### config.mk
export PLATFORM = sky130hd
export DESIGN_NAME = ec_scalar_mult_ctrl
export DESIGN_NICKNAME = d
export VERILOG_FILES = /design/src/rtl/ec_scalar_mult_ctrl.sv
export SDC_FILE = /design/constraint.sdc
export NUM_CORES = 1
export LEC_CHECK = 0
export CAP_MARGIN = 5
export CORE_MARGIN = 5
export CORE_UTILIZATION = 48
export DETAILED_ROUTE_END_ITERATION = 8
export PLACE_DENSITY = 0.77
export SLEW_MARGIN = 40
export SYNTH_ARGS = -nofsm -noshare
export SYNTH_HDL_FRONTEND = slang
export SYNTH_SLANG_ARGS = --single-unit
### constraint.sdc
create_clock -name clk -period 2.5 [get_ports clk]
set_clock_uncertainty 0.15 [all_clocks]
set_input_delay 0.375 -clock clk [delete_from_list [all_inputs] [get_ports clk]]
set_output_delay 0.375 -clock clk [all_outputs]
set_load 0.01 [all_outputs]
### src/rtl/ec_scalar_mult_ctrl.sv
// Left-to-right double-and-add sequencer computing k*P through an external EC group-operation core.
// The point at infinity is tracked here because the core has no encoding for it.
module ec_scalar_mult_ctrl #(
    parameter int WIDTH = 6,
    parameter int CNT_W = 3
) (
    input  logic             clk,
    input  logic             rst_n,
    input  logic             in_valid,
    input  logic [WIDTH-1:0] in_k,
    input  logic [WIDTH-1:0] in_Px,
    input  logic [WIDTH-1:0] in_Py,
    input  logic [WIDTH-1:0] in_prime,
    input  logic [WIDTH-1:0] in_a,
    output logic             ec_in_valid,
    output logic [WIDTH-1:0] ec_Px,
    output logic [WIDTH-1:0] ec_Py,
    output logic [WIDTH-1:0] ec_Qx,
    output logic [WIDTH-1:0] ec_Qy,
    output logic [WIDTH-1:0] ec_prime,
    output logic [WIDTH-1:0] ec_a,
    input  logic             ec_out_valid,
    input  logic [WIDTH-1:0] ec_Rx,
    input  logic [WIDTH-1:0] ec_Ry,
    output logic             out_valid,
    output logic [WIDTH-1:0] out_Rx,
    output logic [WIDTH-1:0] out_Ry,
    output logic             out_inf
);

    typedef enum logic [2:0] {
        S_IDLE      = 3'd0,
        S_LOAD      = 3'd1,
        S_NEXT      = 3'd2,
        S_DBL_ISSUE = 3'd3,
        S_DBL_WAIT  = 3'd4,
        S_ADD_ISSUE = 3'd5,
        S_ADD_WAIT  = 3'd6,
        S_DONE      = 3'd7
    } state_t;

    localparam logic [WIDTH-1:0] ZERO_W = {WIDTH{1'b0}};
    localparam logic [CNT_W-1:0] ZERO_C = {CNT_W{1'b0}};
    localparam logic [CNT_W-1:0] ONE_C  = {{(CNT_W-1){1'b0}}, 1'b1};

    // Index of the most significant set bit; zero when no bit is set.
    function automatic logic [CNT_W-1:0] msb_index(input logic [WIDTH-1:0] v);
        logic [CNT_W-1:0] idx;
        idx = {CNT_W{1'b0}};
        for (int j = 0; j < WIDTH; j++) begin
            if (v[j]) begin
                idx = CNT_W'(j);
            end else begin
                idx = idx;
            end
        end
        return idx;
    endfunction

    state_t           state_r, state_s;
    logic [WIDTH-1:0] k_r, px_r, py_r;
    logic [WIDTH-1:0] acc_x_r, acc_y_r;
    logic             inf_r;
    logic [CNT_W-1:0] cnt_r;
    logic [WIDTH-1:0] ec_px_r, ec_py_r, ec_qx_r, ec_qy_r, ec_prime_r, ec_a_r;
    logic             ec_in_valid_r;
    logic             out_valid_r, out_inf_r;
    logic [WIDTH-1:0] out_rx_r, out_ry_r;

    logic             k_zero_s, dbl_skip_s, k_bit_s, add_neg_s, last_bit_s;
    logic [CNT_W-1:0] msb_s;
    logic             load_s, first_s, cnt_dec_s, dbl_go_s, dbl_inf_s;
    logic             core_res_s, add_take_p_s, add_inf_s, add_go_s, done_s;

    assign k_zero_s   = (k_r == ZERO_W);
    assign msb_s      = msb_index(k_r);
    assign dbl_skip_s = inf_r | (acc_y_r == ZERO_W);
    assign k_bit_s    = k_r[cnt_r];
    // acc = -P: the sum is infinity, which the core cannot return.
    assign add_neg_s  = (acc_x_r == px_r) && (acc_y_r != py_r);
    assign last_bit_s = (cnt_r == ZERO_C);

    // State register.
    always_ff @(posedge clk) begin
        if (!rst_n) begin
            state_r <= S_IDLE;
        end else begin
            state_r <= state_s;
        end
    end

    // Next-state logic.
    always_comb begin
        state_s = state_r;
        case (state_r)
            S_IDLE: begin
                if (in_valid) state_s = S_LOAD;
                else          state_s = S_IDLE;
            end
            S_LOAD: begin
                if (!k_zero_s && (msb_s != ZERO_C)) state_s = S_NEXT;
                else                                state_s = S_DONE;
            end
            S_NEXT: state_s = S_DBL_ISSUE;
            S_DBL_ISSUE: begin
                if (dbl_skip_s) state_s = S_ADD_ISSUE;
                else            state_s = S_DBL_WAIT;
            end
            S_DBL_WAIT: begin
                if (ec_out_valid) state_s = S_ADD_ISSUE;
                else              state_s = S_DBL_WAIT;
            end
            S_ADD_ISSUE: begin
                if (k_bit_s && !inf_r && !add_neg_s) state_s = S_ADD_WAIT;
                else if (last_bit_s)                 state_s = S_DONE;
                else                                 state_s = S_NEXT;
            end
            S_ADD_WAIT: begin
                if (!ec_out_valid)   state_s = S_ADD_WAIT;
                else if (last_bit_s) state_s = S_DONE;
                else                 state_s = S_NEXT;
            end
            S_DONE:  state_s = S_IDLE;
            default: state_s = S_IDLE;
        endcase
    end

    // Per-state datapath strobes.
    always_comb begin
        load_s       = 1'b0;
        first_s      = 1'b0;
        cnt_dec_s    = 1'b0;
        dbl_go_s     = 1'b0;
        dbl_inf_s    = 1'b0;
        core_res_s   = 1'b0;
        add_take_p_s = 1'b0;
        add_inf_s    = 1'b0;
        add_go_s     = 1'b0;
        done_s       = 1'b0;
        case (state_r)
            S_IDLE:      load_s    = in_valid;
            S_LOAD:      first_s   = 1'b1;
            S_NEXT:      cnt_dec_s = 1'b1;
            S_DBL_ISSUE: begin
                if (dbl_skip_s) dbl_inf_s = 1'b1;
                else            dbl_go_s  = 1'b1;
            end
            S_DBL_WAIT:  core_res_s = ec_out_valid;
            S_ADD_ISSUE: begin
                if (!k_bit_s)       add_go_s     = 1'b0;
                else if (inf_r)     add_take_p_s = 1'b1;
                else if (add_neg_s) add_inf_s    = 1'b1;
                else                add_go_s     = 1'b1;
            end
            S_ADD_WAIT:  core_res_s = ec_out_valid;
            S_DONE:      done_s     = 1'b1;
            default:     done_s     = 1'b0;
        endcase
    end

    // Operand capture, accumulator, bit counter and core operand registers.
    always_ff @(posedge clk) begin
        if (!rst_n) begin
            k_r           <= ZERO_W;
            px_r          <= ZERO_W;
            py_r          <= ZERO_W;
            ec_prime_r    <= ZERO_W;
            ec_a_r        <= ZERO_W;
            acc_x_r       <= ZERO_W;
            acc_y_r       <= ZERO_W;
            inf_r         <= 1'b1;
            cnt_r         <= ZERO_C;
            ec_in_valid_r <= 1'b0;
            ec_px_r       <= ZERO_W;
            ec_py_r       <= ZERO_W;
            ec_qx_r       <= ZERO_W;
            ec_qy_r       <= ZERO_W;
        end else begin
            ec_in_valid_r <= dbl_go_s | add_go_s;
            if (load_s) begin
                k_r        <= in_k;
                px_r       <= in_Px;
                py_r       <= in_Py;
                ec_prime_r <= in_prime;
                ec_a_r     <= in_a;
            end else begin
                k_r <= k_r;
            end
            if (first_s) begin
                acc_x_r <= px_r;
                acc_y_r <= py_r;
                inf_r   <= k_zero_s;
                cnt_r   <= msb_s;
            end else if (cnt_dec_s) begin
                cnt_r <= cnt_r - ONE_C;
            end else if (dbl_inf_s || add_inf_s) begin
                inf_r <= 1'b1;
            end else if (add_take_p_s) begin
                acc_x_r <= px_r;
                acc_y_r <= py_r;
                inf_r   <= 1'b0;
            end else if (core_res_s) begin
                acc_x_r <= ec_Rx;
                acc_y_r <= ec_Ry;
            end else begin
                acc_x_r <= acc_x_r;
            end
            if (dbl_go_s) begin
                ec_px_r <= acc_x_r;
                ec_py_r <= acc_y_r;
                ec_qx_r <= acc_x_r;
                ec_qy_r <= acc_y_r;
            end else if (add_go_s) begin
                ec_px_r <= acc_x_r;
                ec_py_r <= acc_y_r;
                ec_qx_r <= px_r;
                ec_qy_r <= py_r;
            end else begin
                ec_px_r <= ec_px_r;
            end
        end
    end

    // Result registers; cleared in every cycle that is not the result pulse.
    always_ff @(posedge clk) begin
        if (!rst_n) begin
            out_valid_r <= 1'b0;
            out_inf_r   <= 1'b0;
            out_rx_r    <= ZERO_W;
            out_ry_r    <= ZERO_W;
        end else begin
            out_valid_r <= done_s;
            out_inf_r   <= done_s & inf_r;
            if (done_s && !inf_r) begin
                out_rx_r <= acc_x_r;
                out_ry_r <= acc_y_r;
            end else begin
                out_rx_r <= ZERO_W;
                out_ry_r <= ZERO_W;
            end
        end
    end

    assign ec_in_valid = ec_in_valid_r;
    assign ec_Px       = ec_px_r;
    assign ec_Py       = ec_py_r;
    assign ec_Qx       = ec_qx_r;
    assign ec_Qy       = ec_qy_r;
    assign ec_prime    = ec_prime_r;
    assign ec_a        = ec_a_r;
    assign out_valid   = out_valid_r;
    assign out_Rx      = out_rx_r;
    assign out_Ry      = out_ry_r;
    assign out_inf     = out_inf_r;

endmodule

After elaboration in Yosys (flattened, before gate mapping)

Index checks and enable logic that the tools add are counted.

Add/subtract/negate cells: 1
$lt $le $gt $ge: 1
Equality and inequality tests: 11
Mux-type cells: 59
Bitwise operators: 3
Reductions and logical operators: 22

Operators by type and width:

| operator              | count |
|---|---|
| $mux W6               | 18 |
| $mux W3               | 10 |
| $mux W1               | 29 |
| $pmux W3 S8           | 1 |
| $eq A3 B3 Y1 const B  | 4 |
| $logic_not A6 Y1      | 2 |
| $reduce_bool A3 Y1    | 3 |
| $eq A3 B2 Y1 const B  | 2 |
| $eq A6 B6 Y1          | 1 |
| $logic_not A3 Y1      | 2 |
| $ne A6 B6 Y1          | 1 |
| $logic_and A1 B1 Y1   | 5 |
| $lt A3 B4 Y1 const B  | 1 |
| $ne A2 B2 Y1 const B  | 2 |
| $reduce_and A2 Y1     | 2 |
| $reduce_bool A2 Y1    | 2 |
| $bmux W1 S3           | 1 |
| $eq A3 B1 Y1 const B  | 1 |
| $logic_not A1 Y1      | 3 |
| $reduce_and A3 Y1     | 1 |
| $sub A3 B1 Y3 const B | 1 |
| $or A1 B1 Y1          | 2 |
| $reduce_or A2 Y1      | 1 |
| $and A1 B1 Y1         | 1 |
| $logic_or A1 B1 Y1    | 1 |

Bits in registers: 88

Longest topological paths before layout

Word-level depth: 10
Mapped depth: 7
Mapped depth without buffers: 7

Least setup slack after synthesis

Ideal clock, no wire load.

Path kind: register to register
Start point: register cnt_r[2]
End point: register ec_py_r[0] (netlist: ec_Py[0])
Library setup time: 72 ps
Data arrival time: 1,958 ps
Setup slack: 320 ps
Stages on the path, launching flop included: 7
Cells stage by stage: dfxtp_1 > mux2_4 > a222oi_1 > nor3_1 > a21oi_4 > buf_8 > mux2i_1

Longest elaborated chain between the ends: 5

RTL lines:

| item                                | RTL line | RTL |
|---|---|---|
| start: declaration                  | 64       | `logic [CNT_W-1:0] cnt_r;` |
| start signal: assignment            | 193      | `cnt_r <= msb_s;` |
| start signal: assignment            | 195      | `cnt_r <= cnt_r - ONE_C;` |
| $bmux W1 S3                         | 78       | `assign k_bit_s = k_r[cnt_r];` |
| $mux W1 (not written as such)       | 78       |  |
| $mux W1                             | 150      | `if (!k_bit_s) add_go_s = 1'b0;` |
| $mux W1                             | 140      | `case (state_r)` |
| $reduce_bool A2 Y1 (no source line) | n/a      |  |
| end signal: assignment              | 210      | `ec_py_r <= acc_y_r;` |
| end signal: assignment              | 215      | `ec_py_r <= acc_y_r;` |
| end: declaration                    | 65       | `logic [WIDTH-1:0] ec_px_r, ec_py_r, ec_qx_r, ec_qy_r, ec_prime_r, ec_a_r;` |

No other way between the ends. The select of a mux whose other input is x is not followed.
A chain may end at the register's enable or synchronous reset.

Final worst setup path

Start point: register cnt_r[2]
End point: register ec_qy_r[2] (netlist: ec_Qy[2])

Longest elaborated chain between the ends: 5

RTL lines:

| item                                | RTL line | RTL |
|---|---|---|
| $bmux W1 S3                         | 78       |  |
| $mux W1 (not written as such)       | 78       |  |
| $mux W1                             | 150      |  |
| $mux W1                             | 140      |  |
| $reduce_bool A2 Y1 (no source line) | n/a      |  |
| end signal: assignment              | 212      | `ec_qy_r <= acc_y_r;` |
| end signal: assignment              | 217      | `ec_qy_r <= py_r;` |
| end: declaration                    | 65       |  |

No other way between the ends. The select of a mux whose other input is x is not followed.

==> summary.txt <==
Hold path
  – Hold EP: state_r[0]$_SDFF_PN0_
  – Worst hold start: rst_n
  – Min-Delay Path Depth: 2
  – Hold/Removal Path Class: primary input to flop

Setup path
  – Worst reg2reg setup slack: roughly 0.13 ns
  – Crit start category: flop
  – FF-to-FF End: ec_Qy[2]$_SDFFE_PN0P_
  – Worst reg2reg path startpoint: cnt_r[2]$_SDFFE_PN0N_
  – CP Data Required Time: ~2.6 ns
  – Worst R2R Path Depth: 6
  – Delay of the slowest cell on the worst path: approximately 0.52 ns
  – Crit Path Class: flop to flop
  – Slowest CP cell: a222oi_1
  – Bufs and invs on worst path: 1
  – Crit end category: flop
  – WP data arrival: approximately 2.5 ns
  – CP cell instances: mux2_4 > a222oi_1 > nor3_1 > a21oi_4 > buf_12 > mux2i_1
  – Critical-path maximum fanout: 25
  – Delay-heaviest family, CP: compound AO/OA/AOI/OAI gates

Final layout
  – Fillcell total: ~660
  – ANT cells: 0
  – Area growth from synthesis to layout: 32.82%
  – Finished Layout Cells: between 600 and 700
  – Nets: between 500 and 600
  – Reg area: about 0.0018 sq mm
  – Share of cells above drive strength 1: under 10%
  – Final non-filler cell area: roughly 0.005 sq mm
  – Footprint of the multi-input gates: 0.001874 sq mm
  – Post-layout util: 65.35%

Placed design
  – PortBufs: 96
  – GPL Wtd Cong: about 0.92
  – Pre-CTS setup slack: roughly 0.18 ns
  – DP HPWL: 6.542 mm
  – Cells after DPL: 612
  – Area after DPL: 0.004822 sq mm

Power and ir drop
  – Reg power frac: between 40% and 50%
  – Final Total Pwr: 4.378 mW
  – Part of the power in the clock network: between 20% and 30%
  – Maximum vdd ir drop: 511.6 uV
  – Power per standard cell area: 871.4 mW/mm^2
  – Leak: 2.089 nW
  – Combinational power share: approximately a third
  – Psw: 1.606 mW
  – Cell-internal power: 2.771 mW
  – Sw Ratio: between 30% and 40%

STA
  – Final TNS setup: 0 ns
  – Fin crit period: ~2.4 ns
  – Final hold slack: 0.2060 ns
  – Max Freq: around 0.42 GHz
  – Slew headroom: 50.15%
  – Actual slew at the worst max-slew pin: between 0.7 and 0.8 ns
  – Final worst path period share: 94.78%
  – Slew Viols, Final: 0
  – Fin. Hold Viols: 0
  – RSZ-0062 raised after global routing: no
  – Final setup fails: 0
  – Setup WS post-layout: about 0.13 ns

Global routing
  – First-pass GRT wire length: 14.35 mm
  – Met2 GRT Util: 29.29%
  – Pin count of the biggest net entering global routing: 47
  – All-layer global routing usage: approximately 18%
  – Most Crowded Layer GR: met2
  – GRT overflow: 0
  – Vias in the first global route: between 3000 and 4000
  – Grt met1 use: between 20 and 25%
  – Initial antenna violation count: 0
  – GR Layer Usage met3: about 5.7%

Detailed routing
  – ANT nets after route: 0
  – Drt first pass iters: 4
  – Drt wl/cell: 13.72 um
  – Routed WL: ~8.6 mm
  – Post-route DRC: 0
  – Via count of the routed design: 3202
  – First DRT Iteration DRCs: about 150
  – Via density: around 5.1

Clock tree
  – Cts hold-fix bufs: 0
  – Worst-Skew Late Latency: ~0.35 ns
  – Number of CTS-inserted buffers: 9
  – PostCTS Resize Cnt: 0
  – Clk buf depth: 2
  – Setup bufs post-CTS: 0
  – Clk pin slew, worst setup/hold paths: 0.09 ns
  – Clk sinks: around 90
  – CTS H-tree depth: 3
  – CTS tree: yes
  – CTS root buffer: clkbuf_8

Yosys
  – Leading area contributor after synthesis: dfxtp_1
  – Top post-synthesis cells by count: nand2_1, dfxtp_1, a21oi_1, mux2i_1, clkbuf_1
  – Number of flops mapped to enable cells by yosys: 0
  – Netlist cell types: 39
  – Synthesized area per cell: around 8.8 sq um
  – Syn Inst Count: about 430
  – Area contributors post-synth: dfxtp_1, nand2_1, mux2i_1
  – Async SR Flop Fraction: 0%
  – Seq/Total Area, Yosys: between 40% and 50%
  – Cell Area, Synth: 0.003782 sq mm
  – Most common flop cell mapped by yosys: dfxtp_1
  – YS warnings: 0
  – Yosys reg bits: 88
  – Post-synth top area share: a little under half
  – Synth Net Count: around 480
  – Count leader, synth: nand2_1

Floorplanning
  – Die width: around 100 um
  – Site Rows: 32
  – Die Footprint: slightly below 0.01 sq mm
  – Starting Density: ~49%
  – # IOs: 97
  – Die height: just under 100 um
  – Core footprint: just under 0.008 sq mm

Flow run
  – Number of max-cap violations: 0

Run status
  – Status: finished, final reports clean
-- kinds of logic after synthesis --
kind of cell	Yosys count	share of synthesized area [%]
adders and majority gates	2	0.6615
buffers and inverters	32	3.870
muxes	51	14.09
AOI/OAI and AO/OA	71	12.31
xor gates and xnor gates	12	2.779
DFF	88	46.58
and+or+nand+nor	175	19.72
-- power groups by stage --
stage	Sequential [mW]	Combinational, mW	Clock, mW
global route	2.00	1.62	1.08
finish	1.95	1.43	0.995
global placement	1.97	1.39	0
CTS	1.95	1.45	1.01
detailed placement	1.98	1.44	0
floorplan	1.90	1.05	0
-- routing by layer --
metal  share of wire [%]  wire length [um]
met1                  44              3788
met2                  46              3967
met3                 8.1               702
met4                 1.8               155
met5                   0                 0
-- cell type report --
cell class	count	area share (%)
Sequential cell	88	35.07
Tap cell	102	2.540
Clock inverter	7	1.544
Multi-Input combinational cell	311	37.31
Timing Repair Buffer	105	20.62
Clock buffer	9	2.466
Inverter	6	0.4483
-- worst max-delay path by stage --
stage / start / endpoint / slack (ns) / depth (start not counted)
3_5_place_dp: cnt_r[2]$_SDFFE_PN0N_ / ec_Py[3]$_SDFFE_PN0P_ / 0.18 / 6
6_report: cnt_r[2]$_SDFFE_PN0N_ / ec_Qy[2]$_SDFFE_PN0P_ / 0.13 / 6
2_1_floorplan: cnt_r[2]$_SDFFE_PN0N_ / ec_Py[0]$_SDFFE_PN0P_ / 0.32 / 6
5_1_grt: cnt_r[2]$_SDFFE_PN0N_ / ec_Px[1]$_SDFFE_PN0P_ / 0.02 / 6
4_1_cts: cnt_r[2]$_SDFFE_PN0N_ / ec_Py[3]$_SDFFE_PN0P_ / 0.16 / 6
3_3_place_gp: cnt_r[2]$_SDFFE_PN0N_ / ec_Px[1]$_SDFFE_PN0P_ / 0.30 / 6
-- worst register-to-register path, stage by stage (launching register included) --
cell	delay, ns
dfxtp_1	0.44
mux2_4	0.32
a222oi_1	0.52
nor3_1	0.22
a21oi_4	0.21
buf_12	0.22
mux2i_1	0.21
-- layout by cell type (no fill, tap or decap), types with 2 or more instances in the layout --
cell type / n
nand2b_1: 4
nand2_1: 119
clkdlybuf4s50_1: 95
buf_4: 8
o211a_1: 2
nor4_1: 3
inv_1: 5
mux2_2: 12
xor2_1: 6
nor2_1: 14
a31oi_1: 2
a21oi_1: 36
a21o_1: 3
mux2i_1: 36
a211oi_1: 11
dfxtp_1: 88
o211ai_1: 2
ha_1: 2
inv_6: 3
mux2_1: 2
xnor2_1: 6
nor3_1: 15
nor2b_1: 4
o21a_1: 2
o21ai_0: 6
clkbuf_8: 9
and2_1: 13
(Power assumes the default switching activity.)
